$ cat src/rtl/i2c_target_regs.sv
`timescale 1ns/1ps
// I2C target exposing NREGS 8-bit registers, also reachable over a Wishbone classic port.
// The I2C write wins when both ports write the same register in the same clk.
module i2c_target_regs #(
  parameter logic [6:0] I2C_ADDR = 7'h42,
  parameter int         NREGS    = 16,
  localparam int        AW       = (NREGS > 1) ? $clog2(NREGS) : 1
) (
  input  logic          clk,
  input  logic          reset_n,
  input  logic          scl_i,
  input  logic          sda_i,
  output logic          sda_o,
  output logic          sda_oe,
  input  logic [AW-1:0] wb_adr_i,
  input  logic [31:0]   wb_dat_i,
  output logic [31:0]   wb_dat_o,
  input  logic          wb_we_i,
  input  logic          wb_stb_i,
  input  logic          wb_cyc_i,
  output logic          wb_ack_o,
  output logic          o_int
);

  typedef enum logic [3:0] {
    IDLE, ADDR, ADDR_ACK, PTR, PTR_ACK, WDATA, WDATA_ACK, RDATA, RDATA_ACK
  } state_e;

  state_e state_q, state_d;

  logic scl_meta_q, scl_sync_q, scl_prev_q;
  logic sda_meta_q, sda_sync_q, sda_prev_q;

  logic [7:0]    shift_q, shift_d;
  logic [3:0]    bit_cnt_q, bit_cnt_d;
  logic [AW-1:0] ptr_q, ptr_d;
  logic          sda_oe_q, sda_oe_d;
  logic          wrote_q, wrote_d;
  logic          int_q, int_d;
  logic [7:0]    regs_q [NREGS];

  logic          wb_ack_q, wb_ack_d;
  logic [31:0]   wb_dat_q, wb_dat_d;
  logic          wb_hit;

  logic          i2c_we;
  logic [7:0]    byte_in;
  logic          scl_rise, scl_fall, start_det, stop_det, addr_match;
  logic          unused_wb_hi;

  assign unused_wb_hi = ^wb_dat_i[31:8];

  always_ff @(posedge clk or negedge reset_n) begin
    if (!reset_n) begin
      scl_meta_q <= 1'b1;
      scl_sync_q <= 1'b1;
      scl_prev_q <= 1'b1;
      sda_meta_q <= 1'b1;
      sda_sync_q <= 1'b1;
      sda_prev_q <= 1'b1;
    end else begin
      scl_meta_q <= scl_i;
      scl_sync_q <= scl_meta_q;
      scl_prev_q <= scl_sync_q;
      sda_meta_q <= sda_i;
      sda_sync_q <= sda_meta_q;
      sda_prev_q <= sda_sync_q;
    end
  end

  assign scl_rise   = scl_sync_q & ~scl_prev_q;
  assign scl_fall   = ~scl_sync_q & scl_prev_q;
  assign start_det  = scl_sync_q & scl_prev_q & sda_prev_q & ~sda_sync_q;
  assign stop_det   = scl_sync_q & scl_prev_q & ~sda_prev_q & sda_sync_q;
  assign byte_in    = {shift_q[6:0], sda_sync_q};
  assign addr_match = (shift_q[7:1] == I2C_ADDR);

  always_ff @(posedge clk or negedge reset_n) begin
    if (!reset_n) state_q <= IDLE;
    else          state_q <= state_d;
  end

  always_comb begin
    state_d = state_q;
    if (stop_det) begin
      state_d = IDLE;
    end else if (start_det) begin
      state_d = ADDR;
    end else begin
      case (state_q)
        ADDR:      if (scl_fall && bit_cnt_q == 4'd8) state_d = addr_match ? ADDR_ACK : IDLE;
        ADDR_ACK:  if (scl_fall) state_d = shift_q[0] ? RDATA : PTR;
        PTR:       if (scl_fall && bit_cnt_q == 4'd8) state_d = PTR_ACK;
        PTR_ACK:   if (scl_fall) state_d = WDATA;
        WDATA:     if (scl_fall && bit_cnt_q == 4'd8) state_d = WDATA_ACK;
        WDATA_ACK: if (scl_fall) state_d = WDATA;
        RDATA:     if (scl_fall && bit_cnt_q == 4'd8) state_d = RDATA_ACK;
        RDATA_ACK: begin
          if (scl_rise && sda_sync_q)                  state_d = IDLE;
          else if (scl_fall && bit_cnt_q == 4'd9)      state_d = RDATA;
        end
        default:   state_d = state_q;
      endcase
    end
  end

  always_comb begin
    shift_d   = shift_q;
    bit_cnt_d = bit_cnt_q;
    ptr_d     = ptr_q;
    sda_oe_d  = sda_oe_q;
    wrote_d   = wrote_q;
    int_d     = 1'b0;
    i2c_we    = 1'b0;
    case (state_q)
      ADDR, PTR, WDATA: begin
        if (scl_rise) begin
          shift_d   = byte_in;
          bit_cnt_d = bit_cnt_q + 4'd1;
          if (bit_cnt_q == 4'd7 && state_q == PTR) ptr_d = byte_in[AW-1:0];
          if (bit_cnt_q == 4'd7 && state_q == WDATA) begin
            i2c_we  = 1'b1;
            ptr_d   = ptr_q + AW'(1);
            wrote_d = 1'b1;
          end
        end else if (scl_fall && bit_cnt_q == 4'd8) begin
          sda_oe_d = (state_q != ADDR) || addr_match;
        end
      end
      ADDR_ACK, PTR_ACK, WDATA_ACK: begin
        if (scl_fall) begin
          bit_cnt_d = 4'd0;
          sda_oe_d  = 1'b0;
          if (state_q == ADDR_ACK && shift_q[0]) begin
            shift_d  = regs_q[ptr_q];
            sda_oe_d = ~regs_q[ptr_q][7];
          end
        end
      end
      RDATA: begin
        if (scl_rise) begin
          bit_cnt_d = bit_cnt_q + 4'd1;
        end else if (scl_fall) begin
          if (bit_cnt_q == 4'd8) begin
            sda_oe_d = 1'b0;
            ptr_d    = ptr_q + AW'(1);
          end else begin
            shift_d  = {shift_q[6:0], 1'b0};
            sda_oe_d = ~shift_q[6];
          end
        end
      end
      RDATA_ACK: begin
        // bit_cnt=9 marks a sampled ACK; the next byte is loaded on the following fall
        if (scl_rise && !sda_sync_q) begin
          bit_cnt_d = 4'd9;
        end else if (scl_fall && bit_cnt_q == 4'd9) begin
          bit_cnt_d = 4'd0;
          shift_d   = regs_q[ptr_q];
          sda_oe_d  = ~regs_q[ptr_q][7];
        end
      end
      default: ;
    endcase
    if (stop_det) begin
      sda_oe_d = 1'b0;
      int_d    = wrote_q;
      wrote_d  = 1'b0;
    end else if (start_det) begin
      sda_oe_d  = 1'b0;
      bit_cnt_d = 4'd0;
      wrote_d   = 1'b0;
    end
  end

  assign wb_hit   = wb_cyc_i & wb_stb_i & ~wb_ack_q;
  assign wb_ack_d = wb_hit;
  assign wb_dat_d = (wb_hit && !wb_we_i) ? {24'b0, regs_q[wb_adr_i]} : wb_dat_q;

  always_ff @(posedge clk or negedge reset_n) begin
    if (!reset_n) begin
      shift_q   <= '0;
      bit_cnt_q <= '0;
      ptr_q     <= '0;
      sda_oe_q  <= 1'b0;
      wrote_q   <= 1'b0;
      int_q     <= 1'b0;
      wb_ack_q  <= 1'b0;
      wb_dat_q  <= '0;
      for (int i = 0; i < NREGS; i++) regs_q[i] <= '0;
    end else begin
      shift_q   <= shift_d;
      bit_cnt_q <= bit_cnt_d;
      ptr_q     <= ptr_d;
      sda_oe_q  <= sda_oe_d;
      wrote_q   <= wrote_d;
      int_q     <= int_d;
      wb_ack_q  <= wb_ack_d;
      wb_dat_q  <= wb_dat_d;
      if (wb_hit && wb_we_i) regs_q[wb_adr_i] <= wb_dat_i[7:0];
      if (i2c_we)            regs_q[ptr_q]    <= byte_in;
    end
  end

  assign sda_o    = 1'b0;
  assign sda_oe   = sda_oe_q;
  assign o_int    = int_q;
  assign wb_ack_o = wb_ack_q;
  assign wb_dat_o = wb_dat_q;

endmodule

$ cat config.mk
export PLATFORM = sky130hd
export DESIGN_NAME = i2c_target_regs
export DESIGN_NICKNAME = d
export VERILOG_FILES = /design/src/rtl/i2c_target_regs.sv
export SDC_FILE = /design/constraint.sdc
export NUM_CORES = 1
export LEC_CHECK = 0
export BUFFER_PORTS_ARGS = -buffer_cell sky130_fd_sc_hd__buf_2
export CORE_ASPECT_RATIO = 0.7
export CORE_UTILIZATION = 54
export CTS_BUF_LIST = sky130_fd_sc_hd__clkbuf_16
export CTS_CLUSTER_SIZE = 14
export DETAILED_ROUTE_END_ITERATION = 16
export PLACE_DENSITY = 0.73
export SYNTH_ARGS = -nofsm -noshare
export SYNTH_HDL_FRONTEND = slang
export SYNTH_SLANG_ARGS = --single-unit
$ cat constraint.sdc
create_clock -name clk -period 2.4 [get_ports clk]
set_input_delay 0.48 -clock clk [delete_from_list [all_inputs] [get_ports clk]]
set_output_delay 0.48 -clock clk [all_outputs]
set_load 0.02 [all_outputs]
* Word level (Yosys, flattened, before mapping)
Cells that the tools add are included.
** Storage, ports and cells
- Register bits :: 166
- Input port bits :: 43
** Operators by class
- $add $sub $neg :: 2
- Reductions and logical operators :: 30
- Multiplexer cells :: 71
- Order comparisons :: 4
- Bitwise gates (word level) :: 18
- Eq/ne operators :: 37
** Operators by type and width (number)
- 128-bit bitwise mux :: 2
- 128-bit 2-to-1 mux :: 2
- 8-bit 2-to-1 mux :: 14
- 4-bit 2-to-1 mux :: 22
- 8-bit binary-select mux with 4-bit select :: 2
- 8-bit demux with 4-bit select :: 2
- 4-bit != test (second input constant) :: 12
- 8-bit case mux with 4 select lines :: 1
- 4-bit case mux with 7 select lines :: 1
- 4-bit by 3-bit == test with 1-bit output (second input constant) :: 5
- 1-bit 2-to-1 mux :: 20
- 2-bit != test (second input constant) :: 9
- 8-bit AND reduction :: 2
- 4-bit == test (second input constant) :: 3
- 4-bit case mux with 3 select lines :: 1
- 1-bit logical AND :: 11
- 5-bit >= comparator (second input constant) :: 2
- 5-bit by 1-bit < comparator with 1-bit output (second input constant) :: 2
- 4-bit NOT with 5-bit output :: 2
- 1-bit AND :: 9
- 9-bit AND reduction :: 1
- 3-bit nonzero test :: 3
- 9-bit nonzero test :: 1
- 4-bit by 1-bit adder with 4-bit output (second input constant) :: 2
- other kinds (21) :: 31

* Logic depth before layout (Yosys ltp)
Gate-level depths: netlist of run 1.
- Depth after elaboration :: 10
- Depth in mapped cells :: 9
- Gate-level depth less buffers :: 7

* Least setup slack after synthesis of run 1
No wires, ideal clock.
- Kind :: register to register
- Start point :: register ptr_q[0]
- End point :: register shift_q[7]
- Clock period less this slack :: 2.165 ns
- Path buffers :: 2
- Data required time :: 2.275 ns
- Stages on the path, launching flop included :: 7
- Arrival time :: 2.040 ns
- Slack :: 0.235 ns
- Cells stage by stage :: dfrtp_1 buf_6 buf_2 mux4_2 a221oi_1 o21ai_0 mux2_4
** Between the ends
- Longest elaborated chain between the ends :: 7
- Elaborated cells between the ends (all ways) :: 9
** RTL lines
- from (decl) :: line 36 : logic [AW-1:0] ptr_q, ptr_d;
- from (signal assigned) :: line 194 : ptr_q <= ptr_d;
- 4-bit NOT with 5-bit output (not written as such) (*) :: line 135, 159
- 8-bit binary-select mux with 4-bit select (*) :: line 135, 159
- 8-bit 2-to-1 mux (not written as such) (*) (2 in a row) :: line 135, 159
- 8-bit 2-to-1 mux, on equally long branches :: line 157, 134
- 8-bit 2-to-1 mux, on equally long branches :: line 155, 131
- 8-bit case mux with 4 select lines (*) :: line 115 : case (state_q)
- to (signal assigned) :: line 192 : shift_q <= shift_d;
- to (decl) :: line 34 : logic [7:0] shift_q, shift_d;
Mark *: on every way between the ends. The rest lies on a longest branch, timed or not. The select of a mux whose other input is x is not followed.
A chain may end at the register's enable or synchronous reset.

* Worst setup path after layout of run 1
- Start point :: register ptr_q[0]
- End point :: register shift_q[6]
The elaborated chain is that of the path after synthesis.

==> metrics.md, run 1 <==
| Metric | Value |
|---|---|
| GR Overflow Total | 0 |
| Worst-path clk slew | around 0.060 ns |
| Maximum vdd drop | 448 uV |
| CTS Hold Bufs | 0 |
| Synthesis warning total | 0 |
| PortBufs | 29 |
| Tmin final | 2.33 ns |
| Synth cell count leaders | 160 x dfrtp_1, 149 x mux2i_1, 147 x nor2_1, 140 x a21oi_1, 64 x mux4_2 |
| Worst slew pin tran | approximately 0.67 ns |
| Largest net degree at the start of global routing | slightly below 60 |
| Ys flop type | dfrtp_1 |
| Maxcap violations | 0 |
| Worst Hold Slack | between 0.02 and 0.03 ns |
| Worst reg2reg endpoint | shift_q[6] |
| Cells after DPL | 1262 |
| Max-slew headroom | 0.555 |
| Syn Area/Cell | 10.8 sq um |
| Number of vias per cell | around 6.4 |
| Met1 Usage GRT | 0.461 |
| Vias in the first global route | 7769 |
| Final non-filler cell total | 1295 |
| Outcome | completed |
| Cell Pwr Density | around 710 nW/um^2 |
| Startpoint class of the critical path | flip-flop |
| Post-synthesis instance total | 990 |
| Via count | 8259 |
| Setup violations, final | 0 |
| Root Driver | clkbuf_16 |
| Gp weighted congestion | between 0.9 and 1 |
| Drt wl/cell | between 20 and 25 microns |
| ANT nets after route | 0 |
| Leading area contributor after synthesis | dfrtp_1 |
| CTS tree | built |
| Setup TNS | 0 ns |
| Async S/R FF share, synth | 1.00 |
| Path depth of the worst reg2reg path | 7 |
| Flops & latches, synth | 166 |
| CP required | about 2.7 ns |
| Netlist cell types | 67 |
| Crit share post-route | 0.969 |
| Post-Route WL | around 30 mm |
| Register area share after synthesis | 0.389 |
| Synth top area cells | dfrtp_1 37%, mux2i_1 14%, mux4_2 13% |
| Gr usage total | 0.308 |
| Clock sink count | 166 |
| Fin area | roughly 12000 sq um |
| CP Max Fanout | 7 |
| Nets | approximately 1.1k |
| Core region area | 19100 sq um |
| CTS HTree Levels | 4 |
| Slew Limit Fails | 0 |
| Final Util | 0.619 |
| DRT iter0 DRCs | approximately 1.1k |
| Post-DP HPWL | 20.0 mm |
| Worst min path class | input port to async pin |
| Die Y | around 120 microns |
| Row Count | 42 |
| RSZ-0062 raised after global routing | yes |
| Gr busiest metal | met1 |
| EDFF count, synth | 0 |
| Post-synth top area share | 0.375 |
| Initial antenna violation count | 0 |
| GR Util met2 | 0.434 |
| Clock latency at the later pin of the worst-skew pair | roughly 0.44 ns |
| Kind of critical path | flip-flop to flip-flop |
| Starting density of the core | 0.559 |
| Setup slack, reg-to-reg | about 0.075 ns |
| DRC | 0 |
| Io pins | between 70 and 80 |
| Worst path arrival time | around 2.7 ns |
| Met3 global-route usage | 0.0887 |
| TritonCTS buffer count | 17 |
| Final hold vios | 0 |
| Fmax | between 400 and 500 MHz |
| Reg2reg start | ptr_q[0] |
| Layout Skew | 0.00779 ns |
| Die area | 20400 sq um |
| First-pass GRT wire length | 46.1 mm |
| Synth-to-Final Area Change | 10.8% |
| Chip Width | between 150 and 200 microns |
| Most common cell in the netlist | dfrtp_1 |
| CTS max path bufs | 2 |
| DRT Pass-1 Iters | 5 |
| Share of cells above drive strength 1 | 0.236 |
| CP Capture Type | flip-flop |
| P_leak | around 5 nW |
| # diodes | 0 |
| Mapped Area | 10700 sq um |
| Cell Area, Placed | about 11000 sq um |
-- critical path, cell delays in order, from the launching register on --
cell and delay [ns]:
dfrtp_4 0.54, buf_4 0.17, buf_12 0.13, mux4_2 0.51
a22o_1 0.22, a221oi_1 0.24, o21ai_0 0.12, mux2_4 0.27
-- state kept, by name, summed over array words and instances (netlist names) --
name	count
bit_cnt_q	4
regs_q	128
sda_sync_q	1
scl_meta_q	1
o_int	1
state_q	4
scl_prev_q	1
sda_oe	1
shift_q	8
sda_meta_q	1
scl_sync_q	1
wb_dat_o	8
wrote_q	1
sda_prev_q	1
ptr_q	4
wb_ack_o	1
-- through the flow --
stage                     total power [mW]  worst slack [ns]
after floorplan                       4.92             0.235
after global placement                5.44            0.0624
after detailed placement              5.50            0.0338
after CTS                             8.40            0.0157
after global routing                  8.74          -0.00548
final                                 8.44            0.0746
-- per-layer routing --
metal / vias to the layer above / part of all wire
met3: 36 / 0.10
met1: 4193 / 0.45
li1: 3646 / -
met5: - / 0
met4: 0 / 0.017
met2: 384 / 0.43
-- area by class of cell --
class / instances / area, sq um
Fill cell: 1562 / 7280
Multi-Input combinational cell: 727 / 5910
Sequential cell: 166 / 4170
Timing Repair Buffer: 95 / 788
Clock buffer: 17 / 425
Tap cell: 264 / 330
Clock inverter: 15 / 188
Inverter: 11 / 41.3
-- where the power goes --
| part | internal [mW] | total (mW) | switching [mW] |
|---|---|---|---|
| clock | 1.73 | 2.91 | 1.18 |
| combinational | 0.831 | 2.06 | 1.23 |
| sequential | 3.18 | 3.46 | 0.283 |
-- placed cells by master, fill, tap and decap left out, drive strengths merged, types with 9 or more instances in the layout --
cell and n:
a21oi 141, a221o 9, buf 95, clkbuf 17, conb 25, dfrtp 160
inv 12, mux2 16, mux2i 149, mux4 64, nand2 19, nand3 27
nor2 149, nor3 18, o21ai 16
-- kinds of logic (layout without fill, tap and decap cells) --
group | count (synthesis) | in the layout | synth area share
simple gates | 255 | 255 | 0.119
fa+ha+maj | 8 | 8 | 0.00913
compound gates | 210 | 210 | 0.120
buf+inv | 121 | 138 | 0.0680
other cells | 1 | 25 | 0.000351
flops | 166 | 166 | 0.389
mux | 229 | 229 | 0.294
-- worst max-delay path by stage --
stage,endpoint,from,cells past startpoint,slack (ns)
2_1_floorplan,shift_q[7],ptr_q[0],6,0.24
3_3_place_gp,shift_q[5],ptr_q[0],6,0.06
3_5_place_dp,shift_q[5],ptr_q[0],6,0.03
4_1_cts,shift_q[5],ptr_q[0],6,0.02
5_1_grt,regs_q[85],state_q[3],7,-0.005
6_report,shift_q[6],ptr_q[0],7,0.07
-- what timing repair did --
action | in CTS | in global routing
gates resized for setup | 0 | 4
endpoints found under the setup margin | 0 | 9
setup buffers | 0 | 1
(Power assumes the default switching activity.)
==> run 2, diff against run 1 <==
--- a/config.mk
+++ b/config.mk
@@ -7,11 +7,12 @@
 export LEC_CHECK = 0
 export BUFFER_PORTS_ARGS = -buffer_cell sky130_fd_sc_hd__buf_2
 export CORE_ASPECT_RATIO = 0.7
+export CORE_MARGIN = 5
 export CORE_UTILIZATION = 54
 export CTS_BUF_LIST = sky130_fd_sc_hd__clkbuf_16
 export CTS_CLUSTER_SIZE = 14
 export DETAILED_ROUTE_END_ITERATION = 16
-export PLACE_DENSITY = 0.73
+export PLACE_DENSITY = 0.83
 export SYNTH_ARGS = -nofsm -noshare
 export SYNTH_HDL_FRONTEND = slang
 export SYNTH_SLANG_ARGS = --single-unit
==> constraint.sdc (replaced) <==
create_clock -name clk -period 2.15 [get_ports clk]
set_input_delay 0.43 -clock clk [delete_from_list [all_inputs] [get_ports clk]]
set_output_delay 0.43 -clock clk [all_outputs]
set_load 0.02 [all_outputs]
==> run 2 against run 1 <==
The flow now finishes with violations (negative setup slack). Count of clock-buffer cells in the layout is the same. Die area grew 12%. Cell count grew 2.6%. Sequential share of layout area decreased by 0.95 points. Largest power group unchanged.
==> metrics.md, run 2 (synthesis results as in run 1) <==
| Metric | Value |
|---|---|
| Reg2reg start | ptr_q[0] |
| CP required | 2.47 ns (-0.25 ns) |
| Met2 routed WL | 13.6 mm (+6.7%) |
| Clock sink count | 166 (unchanged) |
| Gr usage total | 0.274 (-0.0348) |
| Worst path arrival time | 2.49 ns (-0.16 ns) |
| TritonCTS buffer count | 17 (unchanged) |
| Dpl ws | -0.128 ns (-0.162 ns) |
| Maximum vdd drop | 566 uV (+26%) |
| Gp weighted congestion | 0.894 (-2.3%) |
| Row Count | 43 (+2.4%) |
| Worst-path clk slew | 0.06 ns (about the same) |
| Final hold vios | 0 (unchanged) |
| Total power | 9.38 mW (+11%) |
| CP Capture Type | flip-flop |
| Top reg by flops | regs_q |
| Top sig layer | met5 |
| Starting density of the core | 0.544 (-0.0145) |
| PortBufs | 29 (unchanged) |
| Outcome | finished, violations left |
| Fmax | 461 MHz (+7.2%) |
| Cells after DPL | 1289 (+2.1%) |
| Largest net degree at the start of global routing | 46 (-21%) |
| Via count | 8735 (+5.8%) |
| Io pins | 79 (unchanged) |
| GR Overflow Total | 0 (unchanged) |
| Layout Skew | 0.0151 ns (+0.00727 ns) |
| Crit share post-route | 1.01 (+0.0400) |
| Final Worst Setup Slack | -0.0191 ns (-0.0937 ns) |
| Chip Width | 178 microns (+4.7%) |
| Failing checks | negative setup slack |
| Number of fill cells in the layout | 1458 (-6.7%) |
| Final Util | 0.620 (about the same) |
| FF/Latch Area | 4160 sq um (about the same) |
| Setup TNS | -0.0191 ns (-0.0191 ns) |
| Slew Limit Fails | 0 (unchanged) |
| Synth-to-Final Area Change | 13.9% |
| Die area | 22800 sq um (+12%) |
| Clock latency at the later pin of the worst-skew pair | 0.44 ns (about the same) |
| Drt wl/cell | 23.5 microns (+2.3%) |
| Worst Min Path Start | sda_i |
| DRT iter0 DRCs | 1284 (+15%) |
| CP startpoint | ptr_q[0] |
| CTS max path bufs | 2 (unchanged) |
| Post-DP HPWL | 20.7 mm (+3.7%) |
| CTS tree | built |
| First-pass GRT wire length | 47.7 mm (+3.5%) |
| Kind of critical path | flip-flop to flip-flop |
| Max reg flops | 128 (unchanged) |
| Startpoint class of the critical path | flip-flop |
| Setup violations, final | 1 (+1) |
| Most common cell after layout, fill and taps aside | dfrtp_1 |
| DRC | 0 (unchanged) |
| Root Driver | clkbuf_16 |
| Most frequent cells in the layout | 158 x dfrtp_1, 147 x nor2_1, 143 x mux2i_1 |
| Nets | 1096 (+2.6%) |
| RSZ-0062 raised after global routing | yes |
| Post-Route WL | 31.3 mm (+5.0%) |
| Worst slew pin tran | 0.731 ns (+0.0655 ns) |
| Maxcap violations | 0 (unchanged) |
| # diodes | 0 (unchanged) |
| Core region area | 19600 sq um (+2.7%) |
| Die Y | 128 microns (+6.7%) |
| Initial antenna violation count | 1 (+1) |
| Tmin final | 2.17 ns (-0.156 ns) |
| Final non-filler cell total | 1329 (+2.6%) |
| Cell Pwr Density | 771 nW/um^2 (+8.2%) |
| Share of cells above drive strength 1 | 0.267 (+0.0315) |
| DR WL met3 | 4.18 mm (+36%) |
| DRT Pass-1 Iters | 8 (+3) |
| Number of vias per cell | 6.57 (+3.1%) |
| Max-slew headroom | 0.512 (-0.0436) |
| ANT nets after route | 0 (unchanged) |
| CP Max Fanout | 8 (+1) |
| Routed met1 length | 12.6 mm (-6.1%) |
| P_leak | 5.02 nW (+2.8%) |
| Multi-input logic area | 6060 sq um (+2.7%) |
| Vias in the first global route | 8383 (+7.9%) |
| CTS HTree Levels | 4 (unchanged) |
| Worst min path class | input port to flip-flop |
## run 2: worst max-delay path: stages (launching register included)
cell	delay, ns
dfrtp_2	0.39
buf_12	0.15
mux4_2	0.56
a22o_1	0.24
a221oi_2	0.22
buf_4	0.17
o21ai_2	0.05
mux2_4	0.26
## run 2: timing repair
item                                    in CTS  in global routing
hold buffers                                 1                  0
cloned                                       0                  0
resized for setup                           15                 20
endpoints found under the setup margin      12                 74
endpoints found under the hold margin       41                  0
setup buffers                                1                  6
pin swaps                                    1                  5
## run 2: per-stage QoR
step | area, sq um | hold WS, ns
floorplan | 10800 | 0.134
CTS | 12000 | 0.0863
detailed placement | 11300 | 0.347
finish | 12200 | 0.0900
global route | 12200 | 0.0829
global placement | 11300 | 0.345
## run 2: final timing paths
check	slack, ns	cells after the start	to
worst max register to register	-0.02	7	shift_q[7]
worst min register to register	0.36	0	scl_sync_q
min in group asynchronous	0.50	2	regs_q[28]
worst max-delay path	-0.02	7	shift_q[7]
max in group asynchronous	0.98	3	sda_sync_q
worst min-delay path	0.09	1	sda_meta_q
## run 2: metal layers
| layer | vias up | GRT usage |
|---|---|---|
| met1 | 4285 | 0.401 |
| met3 | 90 | 0.0828 |
| met5 | - | 0 |
| met4 | 2 | 0.0914 |
| li1 | 3707 | - |
| met2 | 651 | 0.390 |
## run 2: cell type report
type,instances,share of cell area
tap,270,0.0278
timing repair buffer,123,0.0808
clock inverter,15,0.0127
inverter,11,0.00339
clock buffer,17,0.0350
sequential,166,0.342
multi-input combinational,727,0.498
## run 2: power breakdown
part / internal, mW / switching, mW / total, mW
registers: 3.55 / 0.346 / 3.90
clock network: 1.72 / 1.37 / 3.09
logic: 0.967 / 1.43 / 2.40
total: 6.23 / 3.15 / 9.38
==> run 3, diff against run 2 <==
--- a/config.mk
+++ b/config.mk
@@ -5,7 +5,9 @@
 export SDC_FILE = /design/constraint.sdc
 export NUM_CORES = 1
 export LEC_CHECK = 0
+export ABC_AREA = 1
 export BUFFER_PORTS_ARGS = -buffer_cell sky130_fd_sc_hd__buf_2
+export CAP_MARGIN = 20
 export CORE_ASPECT_RATIO = 0.7
 export CORE_MARGIN = 5
 export CORE_UTILIZATION = 54
==> constraint.sdc (replaced) <==
create_clock -name clk -period 2.6 [get_ports clk]
set_input_delay 0.52 -clock clk [delete_from_list [all_inputs] [get_ports clk]]
set_output_delay 0.52 -clock clk [all_outputs]
set_load 0.02 [all_outputs]
==> run 3 against run 2 <==
The flow now finishes without violations. Clock skew decreased by 0.0055 ns. Area after synthesis increased by 2.3%. Largest cell class unchanged. Largest power group unchanged. First-iteration DRC count up 54%. Routed wire length is 15% higher. Synthesized cell count is 60% higher.
==> metrics.md, run 3 <==
| Metric | Value |
|---|---|
| CP Max Fanout | 16 (+8) |
| Starting density of the core | 0.551 (+0.00626) |
| Synthesis warning total | 0 (unchanged) |
| Post-CTS setup buffers | 0 (-1) |
| TritonCTS buffer count | 17 (unchanged) |
| First-pass GRT wire length | 55.3 mm (+16%) |
| CTS max path bufs | 2 (unchanged) |
| Final non-filler cell total | 1857 (+40%) |
| Ys flop type | dfrtp_1 |
| CTS HTree Levels | 4 (unchanged) |
| Final hold vios | 0 (unchanged) |
| Setup violations, final | 0 (-1) |
| Clock latency at the later pin of the worst-skew pair | 0.45 ns (about the same) |
| Number of fill cells in the layout | 1814 (+24%) |
| Worst min path class | input port to async pin |
| ANT nets after route | 0 (unchanged) |
| P_leak | 5.68 nW (+13%) |
| Nets | 1624 (+48%) |
| Initial antenna violation count | 0 (-1) |
| Kind of critical path | flip-flop to flip-flop |
| Worst path arrival time | 2.53 ns (+0.04 ns) |
| Most common cell in the netlist | nand2_1 |
| Outcome | completed |
| Crit share post-route | 0.859 (-0.150) |
| GR Overflow Total | 0 (unchanged) |
| CTS Hold Bufs | 0 (-1) |
| DRT Pass-1 Iters | 7 (-1) |
| Die area | 23200 sq um (+2.1%) |
| Synth cell count leaders | 517 x nand2_1, 171 x o21ai_0, 160 x dfrtp_1, 159 x inv_1, 110 x nor2_1 |
| Top reg by flops | regs_q |
| Worst Hold Slack | 0.0168 ns (-0.0732 ns) |
| Flops & latches, synth | 166 (unchanged) |
| Max-slew headroom | 0.318 (-0.194) |
| CTS tree | built |
| Clock sink count | 166 (unchanged) |
| RSZ-0062 raised after global routing | no |
| Worst slew pin tran | 1.02 ns (+0.292 ns) |
| CP required | 2.89 ns (+0.42 ns) |
| Gp weighted congestion | 1.02 (+14%) |
| Row Count | 43 (unchanged) |
| Tmin final | 2.23 ns (+0.0648 ns) |
| Number of vias per cell | 5.98 (-9.0%) |
| Root Driver | clkbuf_16 |
| Vias in the first global route | 9698 (+16%) |
| Cells after DPL | 1825 (+42%) |
| Max reg flops | 128 (unchanged) |
| Final Util | 0.591 (-0.0290) |
| PortBufs | 29 (unchanged) |
| Via count | 11.1k (+27%) |
| DRC | 0 (unchanged) |
| DRT iter0 DRCs | 1977 (+54%) |
| Startpoint class of the critical path | flip-flop |
| # diodes | 0 (unchanged) |
| Core region area | 19900 sq um (+1.1%) |
| Die Y | 129 microns (+1.0%) |
| Netlist cell types | 34 (-49%) |
| Mapped Area | 10900 sq um (+2.3%) |
| Async S/R FF share, synth | 1.00 (unchanged) |
| Synth top area cells | dfrtp_1 37%, nand2_1 18%, o21ai_0 7.8% |
| Synth-to-Final Area Change | 7.30% |
| Io pins | 79 (unchanged) |
| Total power | 7.99 mW (-15%) |
| Most frequent cells in the layout | 517 x nand2_1, 171 x o21ai_0, 159 x inv_1, 159 x dfrtp_1, 108 x nor2_1 |
| Post-DP HPWL | 24.0 mm (+16%) |
| Register area share after synthesis | 0.381 (-0.00860) |
| Post-synthesis instance total | 1580 (+60%) |
| Slew Limit Fails | 0 (unchanged) |
| EDFF count, synth | 0 (unchanged) |
| Syn Area/Cell | 6.92 sq um (-36%) |
| PostCTS Resize Cnt | 0 (-15) |
| Post-synth top area share | 0.366 (-0.00828) |
| Maximum vdd drop | 548 uV (-3.3%) |
| Setup TNS | 0 ns (+0.0191 ns) |
| Gr usage total | 0.304 (+0.0308) |
| Layout Skew | 0.00960 ns (-0.00546 ns) |
| CP Capture Type | flip-flop |
| Maxcap violations | 0 (unchanged) |
| Most common cell after layout, fill and taps aside | nand2_1 |
| Cell Pwr Density | 682 nW/um^2 (-12%) |
| Post-Route WL | 35.9 mm (+15%) |
| Largest net degree at the start of global routing | 79 (+72%) |
| Fmax | 448 MHz (-2.9%) |
| Drt wl/cell | 19.3 microns (-18%) |
| Chip Width | 180 microns (+1.1%) |
| Worst-path clk slew | 0.07 ns (about the same) |
| Share of cells above drive strength 1 | 0.0951 (-0.172) |
| Leading area contributor after synthesis | dfrtp_1 |
## run 3: worst paths after layout
check	slack [ns]	depth (start not counted)	from	end
min in group clk	0.17	1	scl_i	scl_meta_q
setup / recovery	0.37	6	wb_ack_o	regs_q[22]
hold reg to reg	0.36	0	scl_meta_q	scl_sync_q
hold / removal	0.02	1	reset_n	regs_q[5]
max in group asynchronous	1.84	2	reset_n	sda_prev_q
setup reg to reg	0.37	6	wb_ack_o	regs_q[22]
## run 3: worst max-delay path, stage by stage, from the launching register on
cell      delay, ns
dfrtp_1        0.43
nor3_4         0.54
nand2_1        0.21
inv_2          0.11
nand2_1        0.37
o211ai_1       0.32
o21ai_0        0.11
## run 3: area by class of cell
cell class | instances | area [sq um] | share of cell area
sequential | 166 | 4160 | 0.355
timing repair buffer | 65 | 447 | 0.0381
clock buffer | 17 | 425 | 0.0363
clock inverter | 15 | 164 | 0.0140
inverter | 165 | 619 | 0.0528
tap | 270 | 338 | 0.0288
multi-input combinational | 1159 | 5570 | 0.475
## run 3: power by group
group	internal, mW	switching [mW]	total (mW)
Sequential	2.96	0.279	3.24
Combinational	0.632	1.51	2.15
Clock	1.49	1.11	2.61
Total	5.09	2.90	7.99
## run 3: per-stage QoR
step,setup WS [ns],area (sq um)
after CTS,0.456,11700
after detailed placement,0.252,11100
after floorplan,0.730,11000
after global routing,0.202,11700
final,0.366,11700
after global placement,0.323,11100
## run 3: kinds of logic after synthesis
group                    count (synthesis)  synth area share
AND/OR/NAND/NOR                        757             0.288
AO/OA/AOI/OAI                          369             0.204
buffers and inverters                  279             0.118
flip-flops                             166             0.381
adder cells (fa/ha/maj)                  7           0.00801
XOR/XNOR                                 1          0.000802
other                                    1          0.000343
## run 3: metal layers
layer | part of all wire | vias to the layer above | GRT usage
met5 | 0 | - | 0
met2 | 0.40 | 801 | 0.414
met3 | 0.16 | 82 | 0.102
met1 | 0.42 | 5131 | 0.460
met4 | 0.028 | 0 | 0.0884
li1 | - | 5098 | -
